==> src/rtl/ram_pkg.sv <==
// Shared constants, FSM state type and width helper for the sdp_ram block.
package ram_pkg;

   localparam int RD_FIRST = 0;
   localparam int WR_FIRST = 1;

   typedef enum logic {
      ST_CLEAR,
      ST_RUN
   } state_t;

   function automatic int be_width(input int data_w);
      return data_w / 8;
   endfunction

endpackage

==> src/rtl/sdp_ram_core.sv <==
// Bare simple-dual-port array: byte-enabled write port, registered read port.
module sdp_ram_core
   import ram_pkg::*;
#(
   parameter int DATA_W = 8,
   parameter int ADDR_W = 6,
   parameter int DEPTH  = 2 ** ADDR_W
) (
   input  logic                          i_clk,
   input  logic                          i_we,
   input  logic [ADDR_W-1:0]             i_waddr,
   input  logic [DATA_W-1:0]             i_wdata,
   input  logic [be_width(DATA_W)-1:0]   i_wbe,
   input  logic                          i_re,
   input  logic [ADDR_W-1:0]             i_raddr,
   output logic [DATA_W-1:0]             o_rdata
);

   localparam int BE_W = be_width(DATA_W);

   logic [DATA_W-1:0] mem [DEPTH];

   // NOTE: the array and its read register carry no reset so the storage maps onto block RAM.
   always_ff @(posedge i_clk) begin
      if (i_we) begin
         for (int k = 0; k < BE_W; k++) begin
            if (i_wbe[k]) mem[i_waddr][8*k +: 8] <= i_wdata[8*k +: 8];
         end
      end
      if (i_re) o_rdata <= mem[i_raddr];
   end

endmodule

==> src/rtl/sdp_ram.sv <==
// Simple-dual-port RAM wrapper: clear sweep, range check, collision bypass, valid pipeline.
// Optional second output register stage enabled by defining SDP_RAM_OUTREG_EN.
module sdp_ram
   import ram_pkg::*;
#(
   parameter int DATA_W         = 8,
   parameter int ADDR_W         = 6,
   parameter int DEPTH          = 2 ** ADDR_W,
   parameter int RD_MODE        = RD_FIRST,
   parameter int CLEAR_ON_RESET = 1
) (
   input  logic                          i_clk,
   input  logic                          i_reset,
   output logic                          o_ready,
   input  logic                          i_we,
   input  logic [ADDR_W-1:0]             i_waddr,
   input  logic [DATA_W-1:0]             i_wdata,
   input  logic [be_width(DATA_W)-1:0]   i_wbe,
   input  logic                          i_re,
   input  logic [ADDR_W-1:0]             i_raddr,
   output logic [DATA_W-1:0]             o_rdata,
   output logic                          o_rvalid
);

   localparam int BE_W = be_width(DATA_W);

   state_t            state, state_nxt;
   logic [ADDR_W-1:0] clr_addr;
   logic              ready_q;
   logic              clr_last;

   logic              w_ok, r_ok, wr_fire, rd_fire;
   logic              core_we, core_re;
   logic [ADDR_W-1:0] core_waddr;
   logic [DATA_W-1:0] core_wdata, core_rdata;
   logic [BE_W-1:0]   core_wbe;

   logic              rvalid1, zero_q, byp_q;
   logic [DATA_W-1:0] byp_wdata_q, rdata1;
   logic [BE_W-1:0]   byp_wbe_q;

   assign clr_last = (clr_addr == ADDR_W'(DEPTH - 1));

   always_ff @(posedge i_clk) begin
      // NOTE: sequential state uses non-blocking assignments so every register samples pre-edge values.
      if (i_reset) begin
         state    <= (CLEAR_ON_RESET != 0) ? ST_CLEAR : ST_RUN;
         clr_addr <= '0;
         ready_q  <= 1'b0;
      end else begin
         state    <= state_nxt;
         ready_q  <= (state_nxt == ST_RUN);
         if (state == ST_CLEAR) clr_addr <= clr_addr + ADDR_W'(1);
      end
   end

   // NOTE: every always_comb output gets a default first so no latch is inferred.
   always_comb begin
      state_nxt = state;
      case (state)
         ST_CLEAR: if (clr_last) state_nxt = ST_RUN;
         ST_RUN:   state_nxt = ST_RUN;
         default:  state_nxt = ST_RUN;
      endcase
   end

   assign o_ready = ready_q;

   // Addresses beyond DEPTH never reach the array.
   assign w_ok    = ({1'b0, i_waddr} < (ADDR_W + 1)'(DEPTH));
   assign r_ok    = ({1'b0, i_raddr} < (ADDR_W + 1)'(DEPTH));
   assign wr_fire = ready_q && !i_reset && i_we && w_ok;
   assign rd_fire = ready_q && !i_reset && i_re;

   always_comb begin
      core_we    = wr_fire;
      core_waddr = i_waddr;
      core_wdata = i_wdata;
      core_wbe   = i_wbe;
      if (state == ST_CLEAR) begin
         core_we    = !i_reset;
         core_waddr = clr_addr;
         core_wdata = '0;
         core_wbe   = '1;
      end
   end

   assign core_re = rd_fire && r_ok;

   sdp_ram_core #(
      .DATA_W (DATA_W),
      .ADDR_W (ADDR_W),
      .DEPTH  (DEPTH)
   ) u_core (
      .i_clk   (i_clk),
      .i_we    (core_we),
      .i_waddr (core_waddr),
      .i_wdata (core_wdata),
      .i_wbe   (core_wbe),
      .i_re    (core_re),
      .i_raddr (i_raddr),
      .o_rdata (core_rdata)
   );

   // Issue-cycle bookkeeping; zero_q also supplies the post-reset all-zero output.
   always_ff @(posedge i_clk) begin
      if (i_reset) begin
         rvalid1 <= 1'b0;
         zero_q  <= 1'b1;
         byp_q   <= 1'b0;
      end else begin
         rvalid1 <= rd_fire;
         if (rd_fire) begin
            zero_q      <= !r_ok;
            byp_q       <= (RD_MODE == WR_FIRST) && wr_fire && (i_waddr == i_raddr);
            byp_wdata_q <= i_wdata;
            byp_wbe_q   <= i_wbe;
         end
      end
   end

   // The core returns the pre-write word; write-first overlays the enabled bytes.
   always_comb begin
      rdata1 = core_rdata;
      if (zero_q) begin
         rdata1 = '0;
      end else if (byp_q) begin
         for (int k = 0; k < BE_W; k++) begin
            if (byp_wbe_q[k]) rdata1[8*k +: 8] = byp_wdata_q[8*k +: 8];
         end
      end
   end

`ifdef SDP_RAM_OUTREG_EN
   logic [DATA_W-1:0] rdata2;
   logic              rvalid2;

   always_ff @(posedge i_clk) begin
      if (i_reset) begin
         rdata2  <= '0;
         rvalid2 <= 1'b0;
      end else begin
         rvalid2 <= rvalid1;
         if (rvalid1) rdata2 <= rdata1;
      end
   end

   assign o_rdata  = rdata2;
   assign o_rvalid = rvalid2;
`else
   assign o_rdata  = rdata1;
   assign o_rvalid = rvalid1;
`endif

endmodule
==> config.mk <==
export PLATFORM = sky130hd
export DESIGN_NAME = sdp_ram
export DESIGN_NICKNAME = d
export VERILOG_FILES = /design/src/rtl/ram_pkg.sv /design/src/rtl/sdp_ram_core.sv /design/src/rtl/sdp_ram.sv
export SDC_FILE = /design/constraint.sdc
export NUM_CORES = 1
export LEC_CHECK = 0
export ABC_AREA = 1
export ABC_CLOCK_PERIOD_IN_PS = 1960
export CELL_PAD_IN_SITES_DETAIL_PLACEMENT = 0
export CELL_PAD_IN_SITES_GLOBAL_PLACEMENT = 1
export CORE_MARGIN = 4
export CORE_UTILIZATION = 25
export CTS_CLUSTER_DIAMETER = 150
export CTS_CLUSTER_SIZE = 24
export DETAILED_ROUTE_END_ITERATION = 8
export DONT_BUFFER_PORTS = 1
export GPL_TIMING_DRIVEN = 0
export PLACE_DENSITY_LB_ADDON = 0.2
export SYNTH_ARGS = -nofsm -noshare
export SYNTH_HDL_FRONTEND = slang
export SYNTH_HIERARCHICAL = 1
export SYNTH_SLANG_ARGS = --single-unit
==> constraint.sdc <==
create_clock -name i_clk -period 1.96 [get_ports i_clk]
set_input_delay 0.392 -clock i_clk [delete_from_list [all_inputs] [get_ports i_clk]]
set_output_delay 0.392 -clock i_clk [all_outputs]
set_load 0.005 [all_outputs]
==> Yosys cells after proc, flatten, opt, wreduce, memory -nomap -nowiden <==
Memory sizes are Yosys's and may differ from the RTL's. A register that Yosys moved wholly into a read port is not among the register bits.
Index checks and enable logic that the tools add are counted.
{ "totals": {"output_inout_bits": 10, "reg_bits": 9, "mem_count": 1, "mem_bits_rw": 512} }
{ "classes": {"muxes": 10, "bitwise": 1, "eq_ne": 1, "add_sub_neg": 1, "n_reduce_logical": 4} }
{ "memory_table": {"columns": ["memory", "depth", "word_bits", "read_ports", "rd_ports_with_merged_regs", "write_ports", "line_no", "rtl"], "rows": [
  ["u_core.mem", 64, 8, 1, 1, 1, "sdp_ram_core.sv:21", "logic [DATA_W-1:0] mem [DEPTH];"]
]} }
{ "ops": {"columns": ["op", "count"], "rows": [
  ["2-to-1 mux 8 bit", 2],
  ["adder 6 x 1 -> 6 bit (second input constant)", 1],
  ["== test 6 bit (second input constant)", 1],
  ["2-to-1 mux 1 bit", 6],
  ["2-to-1 mux 6 bit", 1],
  ["logical AND 1 bit", 3],
  ["one-hot mux 1 bit (2 select lines)", 1],
  ["zero test 1 bit", 1],
  ["inverter 1 bit", 1]
]} }

==> Longest topological paths before layout <==
{ "depth": {"depth_word": 6, "ltp_mapped": 12, "ltp_nobuf": 9} }

==> Modules after synthesis <==
The synthesis kept the hierarchy.
{ "by_module_without_submodules": {"columns": ["mod", "n_inst", "cells_per_inst", "area_each_um2"], "rows": [
  ["sdp_ram_core", 1, 1803, 21329.2],
  ["sdp_ram", 1, 103, 578.1]
]} }

==> Worst setup path after synthesis <==
No wires, ideal clock.
{ "synth_path": {"path_type": "register to register", "from": "register ready_q, in the netlist o_ready", "to": "memory u_core.mem[12][0] (enable)", "n_path_buf": 1, "arrival_time_ns": 1.594, "stages_incl_launch_ff": 5, "setup_time_ns": 0.371, "required_time_ns": 1.589, "path_slack_ns": -0.005, "path_cell_list": "dfxtp_1 -> buf_6 -> o21ai_0 -> nand4_1 -> nor2_1"} }
{ "synth_via": {"word_cells_on_any_way": 8, "cone_classes": "mux (6); reduce/logical (2)"} }
{ "synth_lines": {"columns": ["item", "line_no", "rtl"], "rows": [
  ["start, declared", "sdp_ram.sv:29", "logic ready_q;"],
  ["start signal, assigned", "sdp_ram.sv:52", "ready_q <= (state_nxt == ST_RUN);"],
  ["2-to-1 mux 6 bit", null, null],
  ["net core_waddr[2]", "sdp_ram.sv:34", "logic [ADDR_W-1:0] core_waddr;"],
  ["end, declared", "sdp_ram_core.sv:21", null]
]} }
The timed path passes the listed nets, and every way through them passes these cells.

==> Final worst setup path <==
{ "layout_path": {"from": "register ready_q, in the netlist o_ready", "to": "memory u_core.mem[52][7] (enable)"} }
Same word-level chain as after synthesis.

==> impl_metrics.py <==
metrics = {
    "routing": {
        "via_per_inst": 4.64,
        "postRouteAntennaNets": 0,
        "dr.pass1.iters": 5,
        "dr_total_vias": 15000,
        "drc_errors": 0,
        "drtIter0Drc": 1140,
        "routed_wl_mm": 76.0,
        "wl_per_cell_um": 23.6,
    },
    "sta": {
        "max_slew.worst_pin.slew_ps": 927,
        "period_share": 1.01,
        "slew_headroom": 0.382,
        "period_minus_slack_ps": 1970,
        "setup_viol": 11,
        "max_freq_mhz": 507,
        "fin_hold_ws_ps": 128,
        "grt_setup_unrepaired": "yes",
        "finalClockSkew_ps": 22.3,
        "drv_slew": 0,
        "finalWorstSetupSlack_ps": -11.8,
        "finalHoldViolCount": 0,
    },
    "layout": {
        "layout_commonest_cell": "nand2_1",
        "final_cell_mix": "672 x nand2_1, 520 x edfxtp_1, 435 x nand3_1",
        "areaGrowthSynthToFinish_pct": 21.5,
        "final_area_um2": 26600,
        "post-route-util": 0.306,
        "fin_nets": 2079,
        "layout-drive-gt1-share": 0.167,
    },
    "global_route": {
        "antenna_found_initial": 3,
        "groute.usage.overall": 0.159,
        "overflow": 0,
        "grt_pass1_wl_mm": 107,
        "grt_pass1_vias": 14200,
        "grt_max_degree": 65,
    },
    "worst_setup_path": {
        "slowest_delay_ps": 410,
        "reg2reg_depth": 8,
        "r2r_end": "u_core/mem[52][7]",
        "cp_common_cell": "buf_12",
        "crit_cells": 8,
        "startpoint_type": "flop",
        "cp_top_family": "buffers and inverters",
        "cp_max_fo": 8,
        "path_cells": "buf_12 > buf_6 > o21ai_4 > nand4_1 > buf_12 > buf_6 > nor2_4 > buf_12",
        "r2r_start": "o_ready",
        "critical_path_class": "reg2reg",
        "crit_start": "o_ready",
        "slowest_stage": "dfxtp_4",
        "crit_path_end": "u_core/mem[52][7]",
        "crit_required_ps": 2270,
        "cp.arrival_ps": 2280,
        "reg2reg_slack_ps": -10,
        "worst-path-buf-inv": 5,
        "end_kind": "flop",
    },
    "die": {
        "start_util": 0.252,
        "rows": 108,
        "die_x_um": 304,
        "die_area_um2": 92400,
        "die_y_um": 304,
        "io_pins": 35,
        "coreArea_um2": 86900,
    },
    "clock_tree": {
        "clockBufferDepth": 3,
        "cts_tree": "built",
        "clk_pin_slew_ps": 100,
        "htree_levels": 1,
        "worstSkewPairLatency_ps": 590,
        "cts_inserted_buffers": 26,
        "clock_sinks": 529,
        "root_buffer": "clkbuf_16",
    },
    "run": {
        "drv_cap": 0,
    },
    "place": {
        "hpwl_mm": 52.3,
        "portBuffers": 0,
        "pre_cts_slack_ps": -1860,
        "dpl-instance-area_um2": 23500,
        "gp_congestion": 0.855,
    },
    "yosys": {
        "syn_nets": 1932,
        "synthAdderAreaFrac": 0.000571,
        "muxShareOfSynthArea": 0,
        "syn_avg_cell_area_um2": 11.5,
        "syn_area_um2": 21900,
        "synth-simple-area-share": 0.236,
        "yosys_warnings": 6,
        "ys_seq_area_frac": 0.721,
        "synth_compound_area_frac": 0.00183,
        "netlist_instances": 1906,
        "synth_cell_type_count": 20,
        "ys_seq_elements": 529,
        "synthXorXnorAreaFrac": 0,
        "synth_top_family_by_area": "simple AND/OR/NAND/NOR gates",
    },
    "power": {
        "power_leakage_nw": 9.57,
        "vdd_drop_max_mv": 0.543,
        "p_total_mw": 19.9,
        "pwr_density_cell_nw_per_um2": 748,
    },
    "status": {
        "status": "finished, violations left",
        "violations": "setup timing",
    },
    "min_path": {
        "hp-class": "in2reg",
    },
}
how the worst min path moves through the flow:
stage | to | start | slack [ps] | depth (start not counted)
final | u_core/o_rdata[4] | i_reset | 130 | 1
after floorplan | clr_addr[0] | i_reset | 460 | 1
after detailed placement | clr_addr[0] | i_reset | 470 | 1
after global placement | clr_addr[0] | i_reset | 470 | 1
after CTS | u_core/o_rdata[5] | i_reset | 90 | 1
after global routing | u_core/o_rdata[5] | i_reset | 90 | 1
report_power, final:
| part | internal (mW) | switching [mW] |
|---|---|---|
| clock | 2.57 | 3.54 |
| combinational | 0.437 | 1.09 |
| sequential | 12.3 | 0.0141 |
synthesized netlist by cell type (all sizes together):
| cell | number | area, um^2 |
|---|---|---|
| nand2 | 678 | 2540 |
| nand3 | 443 | 2220 |
| ha | 1 | 12.5 |
| nor2 | 91 | 344 |
| edfxtp | 520 | 15600 |
| or2 | 1 | 6.26 |
| a21oi | 2 | 10.0 |
| nand4 | 9 | 56.3 |
| clkbuf | 5 | 18.8 |
| buf | 107 | 742 |
| inv | 34 | 130 |
| dfxtp | 9 | 180 |
| o21ai | 6 | 30.0 |
sequential cells by signal, summed over array words and instances (netlist names):
signal          flops
u_core/mem        512
u_core/o_rdata      8
clr_addr            6
o_ready             1
o_rvalid            1
zero_q              1
cells by family (layout without fill, tap and decap cells):
group / count (synthesis) / after routing
AOI/OAI and AO/OA: 8 / 8
adders and majority gates: 1 / 1
buffers and inverters: 146 / 304
DFF: 529 / 529
other: 0 / 1
and+or+nand+nor: 1222 / 1222
through the flow:
| stage | instances | TNS (ps) |
|---|---|---|
| floorplan | 1906 | -1220 |
| global placement | 3061 | -1473580 |
| detailed placement | 3066 | -755540 |
| CTS | 3208 | -149 |
| global route | 3219 | -5810 |
| finish | 3220 | -45.6 |
layer usage:
metal / wire length (um) / vias up / share of wire / GRT usage
met2: 36100 / 361 / 0.47 / 0.266
met1: 35500 / 7598 / 0.47 / 0.226
met3: 2880 / 73 / 0.038 / 0.0154
met4: 1560 / 2 / 0.020 / 0.0309
met5: 14 / - / 0.00018 / 0
li1: - / 6917 / - / -
layout make-up:
cell class              instances  area [um^2]
plain buffers                 111          778
clock buffers                  38          717
inverters                      34          169
repair buffers                120         1800
fillers                      8733        60300
well taps                    1155         1450
multi-input cells            1231         5880
flip-flops and latches        529        15800
diodes                          1         2.50
clock inverters                 1         30.0
repair_timing:
item,in CTS,in global routing
hold buffers,2,0
buffers inserted,102,10
endpoints found under the setup margin,585,395
gates cloned,0,1
resized for setup,192,33
pin swaps,63,27
hold endpoints to repair,4,0
(Power assumes the default switching activity.)
